## config.mk

```make
export PLATFORM = sky130hd
export DESIGN_NAME = ysyx_22041207_lsu
export DESIGN_NICKNAME = d
export VERILOG_FILES = /design/src/rtl/ysyx_22041207_lsu_pkg.sv /design/src/rtl/ysyx_22041207_lsu_extract.sv /design/src/rtl/ysyx_22041207_lsu.sv
export SDC_FILE = /design/constraint.sdc
export NUM_CORES = 1
export LEC_CHECK = 0
export CORE_MARGIN = 2
export CORE_UTILIZATION = 40
export CTS_CLUSTER_SIZE = 8
export DETAILED_ROUTE_END_ITERATION = 7
export HOLD_SLACK_MARGIN = 0.02
export PLACE_DENSITY_LB_ADDON = 0.2
export SYNTH_ARGS = -nofsm -noshare
export SYNTH_HDL_FRONTEND = slang
export SYNTH_HIERARCHICAL = 1
export SYNTH_SLANG_ARGS = --single-unit
```

## constraint.sdc

```tcl
create_clock -name clk -period 2.5 [get_ports clk]
set_clock_uncertainty 0.05 [all_clocks]
set_input_delay 0.25 -clock clk [delete_from_list [all_inputs] [get_ports clk]]
set_output_delay 0.25 -clock clk [all_outputs]
set_load 0.02 [all_outputs]
```

## src/rtl/ysyx_22041207_lsu_pkg.sv

```systemverilog
// Shared types and constants for the ysyx_22041207 load/store unit.
package ysyx_22041207_lsu_pkg;

  localparam int unsigned ADDR_W = 64;
  localparam int unsigned DATA_W = 64;
  localparam int unsigned STRB_W = DATA_W / 8;

  typedef enum logic [1:0] {
    ST_IDLE,
    ST_REQ,
    ST_WAIT,
    ST_RESP
  } state_e;

  localparam logic [3:0] SZ_B = 4'd1;
  localparam logic [3:0] SZ_H = 4'd2;
  localparam logic [3:0] SZ_W = 4'd4;
  localparam logic [3:0] SZ_D = 4'd8;

  localparam logic [7:0] MASK_B = 8'h01;
  localparam logic [7:0] MASK_H = 8'h03;
  localparam logic [7:0] MASK_W = 8'h0F;
  localparam logic [7:0] MASK_D = 8'hFF;

  // Non-standard masks are treated as byte-sized so they never count as misaligned.
  function automatic logic [3:0] mask_to_size(input logic [7:0] mask);
    case (mask)
      MASK_B:  return SZ_B;
      MASK_H:  return SZ_H;
      MASK_W:  return SZ_W;
      MASK_D:  return SZ_D;
      default: return SZ_B;
    endcase
  endfunction

endpackage

```

## src/rtl/ysyx_22041207_lsu_extract.sv

```systemverilog
// Load data alignment: shift the bus doubleword down to the access offset,
// select the access width and zero/sign-extend to 64 bits.
module ysyx_22041207_lsu_extract
  import ysyx_22041207_lsu_pkg::*;
(
  input  logic [DATA_W-1:0] rdata,
  input  logic [2:0]        offset,
  input  logic [3:0]        rnum,
  input  logic              sext,
  output logic [DATA_W-1:0] data_c
);

  logic [DATA_W-1:0] shifted;

  assign shifted = rdata >> {offset, 3'b000};

  always_comb begin
    data_c = '0;
    case (rnum)
      SZ_B:    data_c = sext ? {{56{shifted[7]}},  shifted[7:0]}  : {56'd0, shifted[7:0]};
      SZ_H:    data_c = sext ? {{48{shifted[15]}}, shifted[15:0]} : {48'd0, shifted[15:0]};
      SZ_W:    data_c = sext ? {{32{shifted[31]}}, shifted[31:0]} : {32'd0, shifted[31:0]};
      SZ_D:    data_c = shifted;
      default: data_c = '0;
    endcase
  end

endmodule

```

## src/rtl/ysyx_22041207_lsu.sv

```systemverilog
// Load/store unit between EXE and WB: one outstanding 8-byte-aligned bus
// transaction at a time. Optional misalignment trap: LSU_MISALIGN_TRAP_EN.
module ysyx_22041207_lsu
  import ysyx_22041207_lsu_pkg::*;
(
  input  logic              clk,
  input  logic              rst,
  input  logic              req_valid,
  output logic              req_ready,
  input  logic [ADDR_W-1:0] req_addr,
  input  logic [DATA_W-1:0] req_wdata,
  input  logic [STRB_W-1:0] req_wmask,
  input  logic              req_ren,
  input  logic [3:0]        req_rnum,
  input  logic              req_sext,
  output logic              mem_req_valid,
  input  logic              mem_req_ready,
  output logic [ADDR_W-1:0] mem_addr,
  output logic              mem_wen,
  output logic [DATA_W-1:0] mem_wdata,
  output logic [STRB_W-1:0] mem_wstrb,
  input  logic              mem_resp_valid,
  input  logic [DATA_W-1:0] mem_rdata,
  output logic              resp_valid,
  input  logic              resp_ready,
  output logic [DATA_W-1:0] resp_data,
  output logic              resp_err
);

  state_e            state_q, state_d;
  logic [2:0]        off_q, off_d;
  logic              is_load_q, is_load_d;
  logic [3:0]        rnum_q, rnum_d;
  logic              sext_q, sext_d;

  logic              req_ready_d, mem_req_valid_d, mem_wen_d, resp_valid_d;
  logic [ADDR_W-1:0] mem_addr_d;
  logic [DATA_W-1:0] mem_wdata_d, resp_data_d;
  logic [STRB_W-1:0] mem_wstrb_d;

  logic              is_store;
  logic [15:0]       wstrb_full;
  logic [DATA_W-1:0] load_data_c;

  assign is_store   = (req_wmask != '0);
  assign wstrb_full = 16'(req_wmask) << req_addr[2:0];

  ysyx_22041207_lsu_extract u_extract (
    .rdata  (mem_rdata),
    .offset (off_q),
    .rnum   (rnum_q),
    .sext   (sext_q),
    .data_c (load_data_c)
  );

`ifdef LSU_MISALIGN_TRAP_EN
  logic       resp_err_d;
  logic [3:0] req_size;
  logic       misaligned;

  assign req_size = is_store ? mask_to_size(req_wmask) : req_rnum;

  always_comb begin
    misaligned = 1'b0;
    case (req_size)
      SZ_H:    misaligned = req_addr[0];
      SZ_W:    misaligned = (req_addr[1:0] != 2'b00);
      SZ_D:    misaligned = (req_addr[2:0] != 3'b000);
      default: misaligned = 1'b0;
    endcase
  end
`else
  assign resp_err = 1'b0;
`endif

  always_comb begin
    state_d         = state_q;
    off_d           = off_q;
    is_load_d       = is_load_q;
    rnum_d          = rnum_q;
    sext_d          = sext_q;
    req_ready_d     = req_ready;
    mem_req_valid_d = mem_req_valid;
    mem_addr_d      = mem_addr;
    mem_wen_d       = mem_wen;
    mem_wdata_d     = mem_wdata;
    mem_wstrb_d     = mem_wstrb;
    resp_valid_d    = resp_valid;
    resp_data_d     = resp_data;
`ifdef LSU_MISALIGN_TRAP_EN
    resp_err_d      = resp_err;
`endif
    unique case (state_q)
      ST_IDLE: begin
        if (req_valid && req_ready) begin
          req_ready_d = 1'b0;
          off_d       = req_addr[2:0];
          is_load_d   = req_ren && !is_store;
          rnum_d      = req_rnum;
          sext_d      = req_sext;
          mem_addr_d  = {req_addr[ADDR_W-1:3], 3'b000};
          mem_wen_d   = is_store;
          mem_wdata_d = req_wdata << {req_addr[2:0], 3'b000};
          mem_wstrb_d = wstrb_full[7:0];
          resp_data_d = '0;
          if (is_store || req_ren) begin
            state_d         = ST_REQ;
            mem_req_valid_d = 1'b1;
          end else begin
            state_d      = ST_RESP;
            resp_valid_d = 1'b1;
          end
`ifdef LSU_MISALIGN_TRAP_EN
          resp_err_d = 1'b0;
          if (misaligned) begin
            state_d         = ST_RESP;
            mem_req_valid_d = 1'b0;
            mem_wen_d       = 1'b0;
            mem_wstrb_d     = '0;
            resp_valid_d    = 1'b1;
            resp_err_d      = 1'b1;
          end
`endif
        end
      end
      ST_REQ: begin
        if (mem_req_ready) begin
          mem_req_valid_d = 1'b0;
          // A zero-wait bus may answer in the same cycle as the handshake.
          if (mem_resp_valid) begin
            state_d      = ST_RESP;
            resp_valid_d = 1'b1;
            resp_data_d  = is_load_q ? load_data_c : '0;
          end else begin
            state_d = ST_WAIT;
          end
        end
      end
      ST_WAIT: begin
        if (mem_resp_valid) begin
          state_d      = ST_RESP;
          resp_valid_d = 1'b1;
          resp_data_d  = is_load_q ? load_data_c : '0;
        end
      end
      ST_RESP: begin
        if (resp_ready) begin
          state_d      = ST_IDLE;
          resp_valid_d = 1'b0;
          req_ready_d  = 1'b1;
`ifdef LSU_MISALIGN_TRAP_EN
          resp_err_d   = 1'b0;
`endif
        end
      end
    endcase
  end

  always_ff @(posedge clk) begin
    if (rst) begin
      state_q       <= ST_IDLE;
      off_q         <= '0;
      is_load_q     <= 1'b0;
      rnum_q        <= '0;
      sext_q        <= 1'b0;
      req_ready     <= 1'b1;
      mem_req_valid <= 1'b0;
      mem_addr      <= '0;
      mem_wen       <= 1'b0;
      mem_wdata     <= '0;
      mem_wstrb     <= '0;
      resp_valid    <= 1'b0;
      resp_data     <= '0;
`ifdef LSU_MISALIGN_TRAP_EN
      resp_err      <= 1'b0;
`endif
    end else begin
      state_q       <= state_d;
      off_q         <= off_d;
      is_load_q     <= is_load_d;
      rnum_q        <= rnum_d;
      sext_q        <= sext_d;
      req_ready     <= req_ready_d;
      mem_req_valid <= mem_req_valid_d;
      mem_addr      <= mem_addr_d;
      mem_wen       <= mem_wen_d;
      mem_wdata     <= mem_wdata_d;
      mem_wstrb     <= mem_wstrb_d;
      resp_valid    <= resp_valid_d;
      resp_data     <= resp_data_d;
`ifdef LSU_MISALIGN_TRAP_EN
      resp_err      <= resp_err_d;
`endif
    end
  end

endmodule

```

* Word level (Yosys, flattened, before mapping)
Index checks and enable logic that the tools add are counted.
Storage, ports and cells: output and inout bits 205, input bits 212, logic and storage cells 73, register bits 212
Operators by class: reductions and logical operators 15, eq/ne operators 13, shifts and indexed selects 3, mux-type cells 29
Operators with widths (number):
- $mux 64 | 7
- $pmux 64 s4 | 1
- $pmux 64 s3 | 1
- $shl 64x6->64 | 1
- $shr 64x6->64 | 1
- $ne 2x2->1 const B | 6
- $reduce_and 4->1 | 3
- $mux 1 | 11
- $mux 2 | 5
- $pmux 2 s4 | 1
- $reduce_bool 8->1 | 1
- $shl 8x3->8 | 1
- $reduce_and 3->1 | 2
- $eq 2x2->1 const B | 2
- $eq 4x1->1 const B | 1
- $eq 4x2->1 const B | 1
- $eq 4x3->1 const B | 1
- $eq 4x4->1 const B | 1
- $pmux 1 s2 | 2
- $pmux 1 s4 | 1
- $reduce_bool 2->1 | 2
- $reduce_bool 3->1 | 1
- $eq 2x1->1 const B | 1
- $logic_and 1x1->1 | 2
- other kinds (4) | 4

* Logic depth before layout (Yosys ltp)
depth in word-level cells 7, depth in mapped cells 10, gate-level depth less buffers 6

* Modules after synthesis
The synthesis kept the hierarchy.
Modules (own cells, without submodules):
- ysyx_22041207_lsu | instances 1, cells an instance 1055, area an instance 9335.2 um^2, sequential area each 4244.1 um^2
- ysyx_22041207_lsu_extract | instances 1, cells an instance 284, area an instance 2382.3 um^2, sequential area each 0.0 um^2

* Worst setup path after synthesis
No wires, ideal clock.
path kind reg2reg, start point register off_q[0], end point register resp_data[42], buffers on the path 3, period minus slack after synthesis 2.217 ns, setup slack 0.283 ns, data arrival time 2.035 ns, stages on the path, launching flop included 10, library setup time 0.132 ns, required time 2.318 ns, path through dfxtp_1 buf_2 buf_2 mux2i_1 o22ai_1 o21ai_1 clkbuf_1 nand3_2 nand3_1 a21oi_1
Between the ends: longest elaborated chain between the ends 7, elaborated cells on any way between the ends 9, classes of those cells shift: 1; mux: 8
Ends and longest elaborated chain:
- start, declared | RTL line ysyx_22041207_lsu.sv:31 | logic [2:0] off_q, off_d;
- start signal, assigned | RTL line ysyx_22041207_lsu.sv:162 | off_q <= '0;
- start signal, assigned | RTL line ysyx_22041207_lsu.sv:179 | off_q <= off_d;
- $shr 64x6->64 * | RTL line ysyx_22041207_lsu_extract.sv:15 | assign shifted = rdata >> {offset, 3'b000};
- $mux 64 (on tied branches) | RTL line ysyx_22041207_lsu_extract.sv:22, ysyx_22041207_lsu_extract.sv:20, ysyx_22041207_lsu_extract.sv:21
- $pmux 64 s4 * | RTL line ysyx_22041207_lsu_extract.sv:19 | case (rnum)
- net load_data_c[42] | RTL line ysyx_22041207_lsu.sv:43 | logic [DATA_W-1:0] load_data_c;
- $mux 64 * | RTL line ysyx_22041207_lsu.sv:133, ysyx_22041207_lsu.sv:143
- $mux 64 * | RTL line ysyx_22041207_lsu.sv:130, ysyx_22041207_lsu.sv:140
- $mux 64 | RTL line ysyx_22041207_lsu.sv:127 | if (mem_req_ready) begin
- $pmux 64 s3 * | RTL line ysyx_22041207_lsu.sv:93 | unique case (state_q)
- end signal, assigned | RTL line ysyx_22041207_lsu.sv:190 | resp_data <= resp_data_d;
- end, declared | RTL line ysyx_22041207_lsu.sv:26 | output logic [DATA_W-1:0] resp_data,
The timed path passes the listed nets; every way through them passes the cells marked *. The select of a mux whose other input is x is not followed. A chain may end at the register's enable or synchronous reset.

* Worst setup path in the final report
start point register off_q[1], end point register resp_data[55]
The elaborated chain is that of the path after synthesis.

==> metrics.yaml <==
core_sq_um: 28800
grt_pass1_vias: 11700
numPortBuffers: 412
fin_util_pct: 59.6
maxCapViolCount: 0
grt_use_total_pct: 28.7
placed_area_sq_um: 16300
antenna_left: 0
place.gp.congestion: 0.929
start_kind: "register"
outcome: "finished clean"
initial_core_util_pct: 40.7
hold_ws_ns: 0.205
final_common_cell: "clkdlybuf4s50_1"
async_flop_share_pct: 0
grt_pass1_wl_um: 68800
ys_warn_count: 6
hold_path.class: "in2reg"
clock_latency_ns: 0.54
slowest_stage: "mux4_2"
vias_per_cell: 5.70
cts_tree: "done"
cts.sinks: 212
clockRootBuffer: "clkbuf_16"
grt_overflow: 0
wl_um: 45600
fp-row-count: 62
hold_viol: 0
drc: 0
dieHeight_um: 175
power_leakage_nw: 6.25
yosysUniqueCellTypes: 66
power_density_nw_per_um2: 793
crit_required_ns: 2.86
dp.cells: 2074
cpLargestDelayFamily: "multiplexers"
design_area_sq_um: 17200
syn2layout_area_growth_pct: 46.4
final-instance-count-excl-fill: 2115
drive_gt1_share_pct: 12.0
netlist_instances: 1339
finalSetupViolations: 0
worstMarginPinSlew_ns: 0.759
cts_buffers: 30
first_pass_iters: 6
maxClockFrequency_mhz: 432
worst-path-buf-inv: 1
ios: 417
die_width_um: 175
grt_max_degree: 76
synth_area_per_cell_sq_um: 8.75
worstPathArrival_ns: 2.68
clkSlewWorstSetupHoldPaths_ns: 0.05
ys_ff_latch: 212
final_cell_mix: "clkdlybuf4s50_1 (409), nand2_1 (257), dfxtp_1 (210)"
fin_nets: 1940
synth_area_sq_um: 11700
worst_ir_drop_vdd_mv: 0.523
seq_area_frac_synth_pct: 36.2
slew_headroom_pct: 49.4
finalMaxSlewViolations: 0
finalCritPeriodShare_pct: 92.7
wire_per_inst_um: 21.6
slowest_delay_ns: 0.51
clk_path_buf_depth: 3
worstPathCellList: "mux2_2, mux4_2, a22oi_2, buf_12, nand3b_1, nand3_1, a21oi_1"
setup_tns_ns: 0
cts.htree.levels: 1
end_kind: "register"
yosysTopAreaCell: "dfxtp_1"
rsz0062_at_grt: "no"
die_area_sq_um: 30700
synth_top_cells_by_area: "dfxtp_1 (36%), mux4_2 (12%), nand2_1 (8.2%)"
crit_type: "reg2reg"
synthFlopType: "dfxtp_1"
period_needed_ns: 2.32
netlist.area_leader.share_pct: 36.2
drtIter0Drc: 1335
place.detailed.hpwl_um: 33000
vias: 12100
antenna_found_initial: 6
critical_path.max_fanout: 30
synth_edf_count: 0
-- logic make-up (layout without fill, tap and decap cells) --
kind of cell             Yosys count  in the layout  share of synthesized area, %
AND/OR/NAND/NOR                  522            522                          21.0
other                              1             10                        0.0320
flip-flops                       212            212                          36.2
buffers and inverters            134            517                          6.14
multiplexers                     154            154                          20.4
AO/OA/AOI/OAI                    310            310                          15.5
adder cells (fa/ha/maj)            5              5                         0.534
XOR/XNOR                           1              1                        0.0748
-- per-layer routing --
metal  routed length (um)  share of wire (%)  global-route usage, %  vias to the layer above
li1                     -                  -                      -                     5565
met1                17300                 38                   35.3                     5692
met2                20500                 45                   45.0                      676
met3                 5340                 12                   9.55                      132
met4                 2490                5.5                   13.9                        0
met5                    0                  0                      0                        -
-- cell type report --
cell class,instances,area (sq um)
Tap cell,384,480
Multi-Input combinational cell,996,6790
Clock buffer,34,807
Fill cell,2504,11600
Timing Repair Buffer,477,4790
Antenna cell,6,15.0
Inverter,6,22.5
Sequential cell,212,4250
-- flip-flops by register name (all words and copies together) (netlist names) --
name,flops
sext_q,1
resp_valid,1
mem_addr,61
rnum_q,4
resp_data,64
mem_wstrb,8
mem_wdata,64
is_load_q,1
mem_wen,1
req_ready,1
mem_req_valid,1
off_q,3
state_q,2
-- through the flow --
step                      worst slack (ns)  total power [W]
after global routing                0.0546           0.0143
after global placement             -0.0311          0.00988
after CTS                            0.122           0.0137
final                                0.183           0.0136
after floorplan                      0.283          0.00774
after detailed placement           -0.0385          0.00993
-- synth_stat cells (all sizes together) (16+ instances only) --
master / number
o21ai: 41
nor2b: 16
clkbuf: 61
buf: 67
mux4: 66
a21oi: 174
a22oi: 32
o22ai: 19
nand2: 257
dfxtp: 212
mux2i: 80
nor2: 73
nor3: 23
nand3: 97
-- worst register-to-register path: cells and delay by family, from the launching register on --
kind	cells	cell delay, ns
multiplexers	2	0.91
flip-flops	1	0.43
AO/OA/AOI/OAI	2	0.34
buffers and inverters	1	0.24
AND/OR/NAND/NOR	2	0.23
-- where the power goes --
| part | leakage [nW] | total, W | switching (W) | internal (W) |
|---|---|---|---|---|
| Clock | 0.398 | 0.00366 | 0.00145 | 0.00221 |
| Sequential | 1.72 | 0.00410 | 0.000304 | 0.00380 |
| Combinational | 4.13 | 0.00584 | 0.00342 | 0.00243 |
-- worst paths after layout --
check / endpoint / slack, ns / from / cells after the start
min: mem_addr[41]$_SDFFE_PP0P_ / 0.20 / req_addr[41] / 3
max reg2reg: resp_data[55]$_SDFFE_PP0P_ / 0.18 / off_q[1]$_SDFFE_PP0P_ / 7
max: resp_data[55]$_SDFFE_PP0P_ / 0.18 / off_q[1]$_SDFFE_PP0P_ / 7
min reg2reg: mem_addr[19]$_SDFFE_PP0P_ / 0.40 / mem_addr[19]$_SDFFE_PP0P_ / 2
-- what timing repair did --
action | CTS | global route
setup buffers | 0 | 0
endpoints found under the hold margin | 18 | 0
setup endpoints to repair | 0 | 15
hold buffers | 1 | 0
gates resized for setup | 0 | 2
Power figures use the tool's default switching activity.
